==> src/rtl/sine_sweep_ctrl_if.sv <==
// Avalon-MM slave bus bundle for the sine sweep sequencer.
// The master drives select, strobes, address and write data. The slave
// returns registered read data.
interface sine_sweep_ctrl_if;
  logic        ChipSelect;
  logic        Write;
  logic        Read;
  logic [1:0]  Address;
  logic [31:0] WriteData;
  logic [31:0] ReadData;

  modport master (
    output ChipSelect, Write, Read, Address, WriteData,
    input  ReadData
  );

  modport slave (
    input  ChipSelect, Write, Read, Address, WriteData,
    output ReadData
  );
endinterface

==> src/rtl/sine_sweep_ctrl.sv <==
// Frequency-sweep sequencer for the sine generator path.
// It steps fcw from a start value to a stop value with a programmable dwell
// per step. Sweeps can be single-pass or looping.
// Optional feature macro SINE_SWEEP_PASSCNT_EN: STAT[31:16] holds a 16-bit
// count of completed passes. Without the macro that field reads 0 and the
// counter is not built.
module sine_sweep_ctrl #(
  parameter int FCW_W   = 8,
  parameter int DWELL_W = 24
) (
  input  logic              Clk,
  input  logic              Reset,
  sine_sweep_ctrl_if.slave  bus,
  output logic              run,
  output logic [FCW_W-1:0]  fcw,
  output logic              irq
);

  typedef enum logic [2:0] {
    S_IDLE,
    S_LOAD,
    S_DWELL,
    S_STEP,
    S_DONE
  } state_t;

  state_t state_q, state_d;

  // Programmer-visible registers
  logic               ctrl_loop;
  logic               ctrl_irq_en;
  logic [23:0]        cfg_reg;
  logic [DWELL_W-1:0] dwell_reg;
  logic               done_flag;

  // Working copies captured at LOAD, so that register rewrites mid-sweep
  // do not disturb the pass in progress
  logic [FCW_W-1:0]   stop_w;
  logic [FCW_W-1:0]   step_w;
  logic [DWELL_W-1:0] dwell_w;
  logic               dir_up;
  logic [DWELL_W-1:0] cnt;

  logic               wr_en;
  logic               rd_en;
  logic               start_req;
  logic               stop_req;
  logic               end_of_pass;
  logic [FCW_W-1:0]   next_fcw;
  logic [FCW_W:0]     sum_up;
  logic [FCW_W:0]     diff_dn;
  logic [FCW_W-1:0]   cfg_start;
  logic [FCW_W-1:0]   cfg_stop;
  logic [FCW_W-1:0]   cfg_step;
  logic [15:0]        pass_field;
  logic [31:0]        rd_mux;
  logic               unused_wdata;

  assign wr_en     = bus.ChipSelect & bus.Write;
  assign rd_en     = bus.ChipSelect & bus.Read;
  assign start_req = wr_en && (bus.Address == 2'd0) && bus.WriteData[0];
  assign stop_req  = wr_en && (bus.Address == 2'd0) && bus.WriteData[1];

  assign cfg_start = FCW_W'(cfg_reg[7:0]);
  assign cfg_stop  = FCW_W'(cfg_reg[15:8]);
  assign cfg_step  = FCW_W'(cfg_reg[23:16]);

  assign end_of_pass  = (fcw == stop_w) || (step_w == '0);
  assign irq          = done_flag & ctrl_irq_en;
  assign unused_wdata = ^bus.WriteData[31:24];

  // Next fcw is computed one bit wider so the clamp catches overflow and underflow
  always_comb begin
    sum_up   = {1'b0, fcw} + {1'b0, step_w};
    diff_dn  = {1'b0, fcw} - {1'b0, step_w};
    next_fcw = stop_w;
    if (dir_up) begin
      if (sum_up <= {1'b0, stop_w}) next_fcw = sum_up[FCW_W-1:0];
    end else begin
      if (!diff_dn[FCW_W] && (diff_dn[FCW_W-1:0] >= stop_w)) next_fcw = diff_dn[FCW_W-1:0];
    end
  end

  // Sequencer state register
  always_ff @(posedge Clk) begin
    if (Reset) state_q <= S_IDLE;
    else       state_q <= state_d;
  end

  // Sequencer next-state logic; STOP overrides everything
  always_comb begin
    state_d = state_q;
    if (stop_req) begin
      state_d = S_IDLE;
    end else begin
      case (state_q)
        S_IDLE:  if (start_req) state_d = S_LOAD;
        S_LOAD:  state_d = S_DWELL;
        S_DWELL: if (cnt == '0) state_d = S_STEP;
        S_STEP: begin
          if (end_of_pass) state_d = ctrl_loop ? S_LOAD : S_DONE;
          else             state_d = S_DWELL;
        end
        S_DONE:  state_d = S_IDLE;
        default: state_d = S_IDLE;
      endcase
    end
  end

  // Sweep datapath: working config, dwell counter, fcw and run
  always_ff @(posedge Clk) begin
    if (Reset) begin
      fcw     <= '0;
      run     <= 1'b0;
      cnt     <= '0;
      stop_w  <= '0;
      step_w  <= '0;
      dwell_w <= '0;
      dir_up  <= 1'b1;
    end else if (stop_req) begin
      run <= 1'b0;
    end else begin
      case (state_q)
        S_LOAD: begin
          stop_w  <= cfg_stop;
          step_w  <= cfg_step;
          dwell_w <= dwell_reg;
          dir_up  <= (cfg_stop >= cfg_start);
          fcw     <= cfg_start;
          cnt     <= dwell_reg;
          run     <= 1'b1;
        end
        S_DWELL: begin
          if (cnt != '0) cnt <= cnt - DWELL_W'(1);
        end
        S_STEP: begin
          if (!end_of_pass) begin
            fcw <= next_fcw;
            cnt <= dwell_w;
          end
        end
        S_DONE: run <= 1'b0;
        default: ;
      endcase
    end
  end

`ifdef SINE_SWEEP_PASSCNT_EN
  logic [15:0] pass_cnt;

  // Completed-pass counter, restarted whenever a fresh sweep is launched
  always_ff @(posedge Clk) begin
    if (Reset) begin
      pass_cnt <= '0;
    end else if (!stop_req) begin
      if (state_q == S_IDLE && start_req)          pass_cnt <= '0;
      else if (state_q == S_STEP && end_of_pass)   pass_cnt <= pass_cnt + 16'd1;
    end
  end

  assign pass_field = pass_cnt;
`else
  assign pass_field = 16'd0;
`endif

  // Readback mux; pulse bits and unimplemented bits read as 0
  always_comb begin
    rd_mux = '0;
    case (bus.Address)
      2'd0: rd_mux = {28'd0, ctrl_irq_en, ctrl_loop, 2'b00};
      2'd1: rd_mux = {8'd0, cfg_reg};
      2'd2: rd_mux = 32'(dwell_reg);
      2'd3: rd_mux = {pass_field, 8'(fcw), 6'd0, done_flag, (state_q != S_IDLE)};
      default: rd_mux = '0;
    endcase
  end

  // Register writes, DONE set/clear (set wins) and registered read data
  always_ff @(posedge Clk) begin
    if (Reset) begin
      ctrl_loop    <= 1'b0;
      ctrl_irq_en  <= 1'b0;
      cfg_reg      <= '0;
      dwell_reg    <= '0;
      done_flag    <= 1'b0;
      bus.ReadData <= '0;
    end else begin
      if (wr_en) begin
        case (bus.Address)
          2'd0: begin
            ctrl_loop   <= bus.WriteData[2];
            ctrl_irq_en <= bus.WriteData[3];
          end
          2'd1: cfg_reg   <= bus.WriteData[23:0];
          2'd2: dwell_reg <= bus.WriteData[DWELL_W-1:0];
          default: ;
        endcase
      end
      if (state_q == S_DONE && !stop_req) done_flag <= 1'b1;
      else if (wr_en && bus.Address == 2'd3 && bus.WriteData[1]) done_flag <= 1'b0;
      if (rd_en) bus.ReadData <= rd_mux;
    end
  end

endmodule
==> src/flat_wrapper.sv <==
// flat-port wrapper written by rule: the top's interface ports become plain ports
module sine_sweep_ctrl_flat 
#(
  parameter int FCW_W   = 8,
  parameter int DWELL_W = 24
)
  (Clk, Reset, run, fcw, irq, bus_ChipSelect, bus_Write, bus_Read, bus_Address, bus_WriteData, bus_ReadData);
  sine_sweep_ctrl_if bus_i ();
  input  logic Clk;
  input  logic Reset;
  output logic run;
  output logic [FCW_W-1:0] fcw;
  output logic irq;
  input wire logic [$bits(bus_i.ChipSelect)-1:0] bus_ChipSelect;
  input wire logic [$bits(bus_i.Write)-1:0] bus_Write;
  input wire logic [$bits(bus_i.Read)-1:0] bus_Read;
  input wire logic [$bits(bus_i.Address)-1:0] bus_Address;
  input wire logic [$bits(bus_i.WriteData)-1:0] bus_WriteData;
  output wire logic [$bits(bus_i.ReadData)-1:0] bus_ReadData;
  assign bus_i.ChipSelect = bus_ChipSelect;
  assign bus_i.Write = bus_Write;
  assign bus_i.Read = bus_Read;
  assign bus_i.Address = bus_Address;
  assign bus_i.WriteData = bus_WriteData;
  assign bus_ReadData = bus_i.ReadData;
  sine_sweep_ctrl #(.FCW_W(FCW_W), .DWELL_W(DWELL_W)) u_core (.Clk(Clk), .Reset(Reset), .bus(bus_i), .run(run), .fcw(fcw), .irq(irq));
endmodule
==> config.mk <==
export PLATFORM = sky130hd
export DESIGN_NAME = sine_sweep_ctrl_flat
export DESIGN_NICKNAME = d
export VERILOG_FILES = /design/src/rtl/sine_sweep_ctrl_if.sv /design/src/rtl/sine_sweep_ctrl.sv /design/src/flat_wrapper.sv
export SDC_FILE = /design/constraint.sdc
export NUM_CORES = 1
export LEC_CHECK = 0
export ABC_AREA = 1
export CORE_UTILIZATION = 60
export DETAILED_ROUTE_END_ITERATION = 8
export GPL_TIMING_DRIVEN = 0
export MAX_ROUTING_LAYER = met4
export PLACE_DENSITY_LB_ADDON = 0.1
export REMOVE_ABC_BUFFERS = 1
export SETUP_SLACK_MARGIN = 0.3
export SYNTH_ARGS = -nofsm -noshare
export SYNTH_HDL_FRONTEND = slang
export SYNTH_SLANG_ARGS = --single-unit
==> constraint.sdc <==
create_clock -name Clk -period 7.8 [get_ports Clk]
set_input_delay 1.17 -clock Clk [delete_from_list [all_inputs] [get_ports Clk]]
set_output_delay 1.17 -clock Clk [all_outputs]
set_load 0.005 [all_outputs]
Word level (Yosys, flattened, before mapping)
Cells that the tools add are included.
{"block": "totals", "input_bits": 39, "word_cells": 81, "register_bits": 160, "out_inout_bits": 42}
{"block": "classes", "muxes": 17, "bitwise_logic": 4, "magnitude_cmp": 3, "n_reduce_logical": 28, "eq_ne": 12, "n_addsub": 3}
{"op": "32-bit case mux with 4 select lines", "count": 1}
{"op": "24-bit case mux with 3 select lines", "count": 1}
{"op": "24-bit two-way mux", "count": 2}
{"op": "8-bit two-way mux", "count": 4}
{"op": "24-bit logical NOT", "count": 1}
{"op": "24-bit nonzero test", "count": 1}
{"op": "24-bit by 1-bit subtractor with 24-bit output, second input constant", "count": 1}
{"op": "8-bit greater-or-equal comparator", "count": 2}
{"op": "8-bit case mux with 2 select lines", "count": 1}
{"op": "3-bit two-way mux", "count": 4}
{"op": "3-bit case mux with 4 select lines", "count": 1}
{"op": "2-bit AND reduction", "count": 5}
{"op": "8-bit by 8-bit adder with 9-bit output", "count": 1}
{"op": "9-bit by 8-bit <= comparator with 1-bit output", "count": 1}
{"op": "8-bit by 8-bit subtractor with 9-bit output", "count": 1}
{"op": "8-bit equality test", "count": 1}
{"op": "8-bit logical NOT", "count": 1}
{"op": "1-bit logical AND", "count": 7}
{"op": "3-bit by 2-bit equality test with 1-bit output, second input constant", "count": 2}
{"op": "2-bit by 1-bit inequality test with 1-bit output, second input constant", "count": 3}
{"op": "2-bit nonzero test", "count": 3}
{"op": "3-bit nonzero test", "count": 2}
{"op": "2-bit equality test, second input constant", "count": 2}
{"op": "4-bit AND reduction", "count": 1}
{"op": "14 further kinds", "count": 18}

Depth between registers and ports, before layout
{"block": "logic_depth", "depth_word": 7, "depth_mapped": 24}

Worst setup path before layout
Ideal clock, no wire load.
{"block": "synth_timing", "kind": "register to register", "from": "reg u_core.fcw[1]", "to": "reg u_core.fcw[7]", "arrival_time_ns": 2.805, "path_stages_with_launch": 22, "required_ns": 7.729, "path_buffers": 0, "setup_slack_ns": 4.924, "period_less_slack_ns": 2.876, "cell_sequence": "dfxtp_1 -> inv_1 -> fa_1 -> o21ai_1 -> nand2_1 -> nand2_1 -> xor2_1 -> inv_1 -> ha_1 -> nand2_1 -> inv_1 -> nand2_1 -> nand2_1 -> nand2_1 -> nand2_1 -> nand2_1 -> nand2_2 -> nand2_1 -> nand3_1 -> nand3_1 -> nand2_1 -> a21oi_1"}
{"block": "synth_between", "elab_chain_len": 7, "elab_cells_between_ends": 15, "classes_between": "2 x add/sub; 2 x order compare; 2 x eq/ne; 5 x mux; 4 x reduce/logical"}
{"item": "start: declaration", "line": "sine_sweep_ctrl.sv:15", "source": "output logic [FCW_W-1:0] fcw,"}
{"item": "start signal: assignment", "line": "sine_sweep_ctrl.sv:129", "source": "fcw <= cfg_start;"}
{"item": "start signal: assignment", "line": "sine_sweep_ctrl.sv:138", "source": "fcw <= next_fcw;"}
{"item": "8-bit by 8-bit subtractor with 9-bit output", "line": "sine_sweep_ctrl.sv:75", "source": "diff_dn = {1'b0, fcw} - {1'b0, step_w};"}
{"item": "8-bit greater-or-equal comparator or 1-bit logical NOT (tied branches)", "line": "sine_sweep_ctrl.sv:80", "source": "if (!diff_dn[FCW_W] && (diff_dn[FCW_W-1:0] >= stop_w)) next_fcw = diff_dn[FCW_W-1:0];"}
{"item": "1-bit logical AND", "line": "sine_sweep_ctrl.sv:80"}
{"item": "8-bit two-way mux", "line": "sine_sweep_ctrl.sv:80"}
{"item": "8-bit two-way mux", "line": "sine_sweep_ctrl.sv:77", "source": "if (dir_up) begin"}
{"item": "8-bit two-way mux", "line": "sine_sweep_ctrl.sv:137", "source": "if (!end_of_pass) begin"}
{"item": "8-bit case mux with 2 select lines", "line": "sine_sweep_ctrl.sv:123", "source": "case (state_q)"}
Several ways; a longest one is shown, not always the timed one. The select of a mux whose other input is x is not followed.
A chain may end at the register's enable or synchronous reset.

Worst setup path in the final report
Same ends and word-level chain as after synthesis.

==> results by group <==
CTS
  – Setup bufs post-CTS: 0
  – Hold buffers post-CTS: 0
  – Clock sink count: ~150
  – Clk Latency, worst-skew pair: between 400 and 500 ps
  – CTS Buffer Depth: 2
  – CTS Buf Count: 17
  – Root Buffer: clkbuf_16
  – Post-CTS sizing: 0
  – Reg clk slew, reported paths: 60 ps
  – H-tree levels: 4
  – CTS tree: yes

Power
  – Combinational share of power: 37.3%
  – Sw frac: 38.0%
  – Lkg Pwr: 4.06 nW
  – Worst vdd ir: 166 uV
  – Reg power frac: ~32%
  – Clock power share: between 30 and 40%
  – Power density over cell area: around 290 nW/um^2
  – Net Sw Power: 1.08 mW
  – Int Pwr: 1.76 mW

Logic synthesis
  – Synth Cell Area: 8420 um^2
  – Area leader, netlist: dfxtp_1
  – Largest cells by area after synthesis: dfxtp_1, nand2_1, a21oi_1
  – Register area share after synthesis: between 30% and 40%
  – Post-synth EDFFs: 0
  – Netlist cell types: 47
  – Post-synthesis register bit count: 152
  – Asr flop ratio synth: 0%
  – Ys Warns: 0
  – Most frequent cell after synthesis: nand2_1
  – Share of the synthesized area in the top cell type: ~36%
  – Top cells by count, synth: nand2_1, dfxtp_1, inv_1
  – Cells after Synth: 1203
  – Avg Inst Size Synth: between 7 and 8 um^2
  – Top_reg_cell synth: dfxtp_1

Timing
  – Final setup fails: 0
  – Min cycle time layout: ~3700 ps
  – Least-Margin Pin Slew: 1450 ps
  – Slew Limit Fails: 0
  – Slew margin rel.: between 3 and 4%
  – Final hold violations: 0
  – Unrepaired setup endpoints after global routing: no
  – Final Cycle Share: 47.6%
  – Fin Setup TNS: 0 ps
  – Clock Skew: 7.78 ps
  – Fmax: 269 MHz

Critical path
  – CP peak stage delay: roughly 550 ps
  – CP Class: reg2reg
  – Arr. time, crit path: 3950 ps
  – Critical Path RT: 8040 ps
  – CP dominant cell by count: nand2_1
  – Cell breakdown of the critical path: inv_1, fa_1, o21ai_1, xor2_1, inv_1, ha_1, nand2_1, nor2_1, nand2_1, nand3_1, nand2_1, nand2_1, nand2_1, nand2_1, nand2_1, nand2_2, nand2_1, nand3_1, nand3_1, nand2_1, a21oi_1
  – Crit. End Element: flip-flop
  – Slowest CP cell: dfxtp_1
  – Crit Path Max Fanout: 9
  – CP startpoint kind: flip-flop

Global routing
  – Largest net degree at the start of global routing: 107
  – Initial antenna violation count: 0
  – Remaining Overflow, GRT: 0
  – Vias in the first global route: around 7200
  – First-pass GRT wire length: 36900 um
  – GRT Total Usage: 33.6%

Detailed routing
  – DRC violations left: 0
  – Drt wl/cell: 16.4 um
  – 1st-iter DRT viols: 828
  – Via density: 5.86
  – Post-route ant nets: 0
  – 1st-pass router iterations: 5
  – Vias: 8321
  – Overall routed net length: about 23000 um

Cells and area
  – Antenna diodes: 0
  – Post-Layout Inst Area: around 10000 um^2
  – Fin nets: between 1000 and 1500
  – Area grow syn2layout: 15.3%
  – Share of cells above drive strength 1: 5.87%

Die
  – Core area: 13500 um^2
  – Die width: 120 um
  – Initial Util: 62.6%
  – Rows: 42
  – Io pins: 81
  – Die area: roughly 15000 um^2
  – Die Height: 120 um

Place
  – Post-DP Area: 9070 um^2
  – Hpwl dp: between 15000 and 20000 um
  – RePlAce Congestion: 0.970
  – # port buffers: 64

Run
  – Max-Cap Viols: 0

Outcome
  – Status: finished, final reports clean

Hold path
  – HP Class: reg2reg
==> path summary, 6_finish.rpt <==
kind                                   startpoint                                   end  slack (ps)  cells after the start
max                    u_core.fcw[1]$_SDFFE_PP0P_            u_core.fcw[7]$_SDFFE_PP0P_        4090                     21
min          u_core.bus.ReadData[10]$_SDFFE_PP0P_  u_core.bus.ReadData[10]$_SDFFE_PP0P_         470                      2
max reg2reg            u_core.fcw[1]$_SDFFE_PP0P_            u_core.fcw[7]$_SDFFE_PP0P_        4090                     21
min reg2reg  u_core.bus.ReadData[10]$_SDFFE_PP0P_  u_core.bus.ReadData[10]$_SDFFE_PP0P_         470                      2
==> per-stage QoR <==
stage	hold WS, ps	total power [mW]	std cells	setup WS (ps)	util [%]
2_1_floorplan	445	1.69	1145	4380	-
3_3_place_gp	452	1.92	1385	2140	66.8
3_5_place_dp	462	1.95	1388	3810	67.4
4_1_cts	472	2.81	1418	4140	72.0
5_1_grt	488	3.01	1419	3650	72.2
6_report	470	2.83	1419	4090	72.2
==> critical path: cells and delay by family, from the launching register on <==
family / cells / cell delay (ps)
buf+inv: 2 / 280
xor+xnor: 1 / 300
fa+ha+maj: 2 / 810
simple gates: 14 / 1260
compound gates: 2 / 310
flops: 1 / 550
==> cell type report <==
| type | instances | area [um^2] |
|---|---|---|
| fill | 1128 | 3740 |
| clock inverter | 7 | 115 |
| tap | 176 | 220 |
| timing repair buffer | 68 | 736 |
| clock buffer | 23 | 508 |
| sequential | 152 | 3040 |
| multi-input combinational | 834 | 4490 |
| inverter | 159 | 602 |
==> cells in the final DEF (no fill, tap or decap), drive strengths merged, types with 3 or more instances in the layout <==
cell	instances
o21ai	148
clkbuf	23
bufinv	3
nor2	113
o211ai	23
xnor2	6
a211oi	5
o221ai	15
inv	156
conb	8
a21oi	142
nand3	71
clkinv	5
nor3	6
nand4	14
nor4	5
ha	41
xor2	13
buf	4
nand2	205
clkdlybuf4s50	64
dfxtp	152
==> logic make-up (layout without fill, tap and decap cells) <==
group                    after synthesis  in the layout  share of synthesized area [%]
AND/OR/NAND/NOR                      417            417                           21.3
AO/OA/AOI/OAI                        347            347                           23.0
buffers and inverters                224            257                           11.0
flip-flops                           152            152                           36.1
adder cells (fa/ha/maj)               43             43                           6.56
XOR/XNOR                              19             19                           1.98
other                                  1              8                         0.0445
==> power groups by stage <==
stage               sequential, mW  combinational (mW)  clock (mW)
detailed placement           0.922                1.03           0
floorplan                    0.909               0.777           0
CTS                          0.907                1.03       0.866
finish                       0.909                1.06       0.866
global route                 0.917                1.19       0.900
global placement             0.922                1.00           0
==> metal layers <==
layer / part of all wire (%) / vias up / GRT usage, %
met4: 1.4 / 0 / 8.56
met5: 0 / - / -
li1: - / 4058 / -
met1: 46 / 3845 / 46.8
met2: 45 / 383 / 50.0
met3: 8.0 / 35 / 6.32
Power figures use the tool's default switching activity.
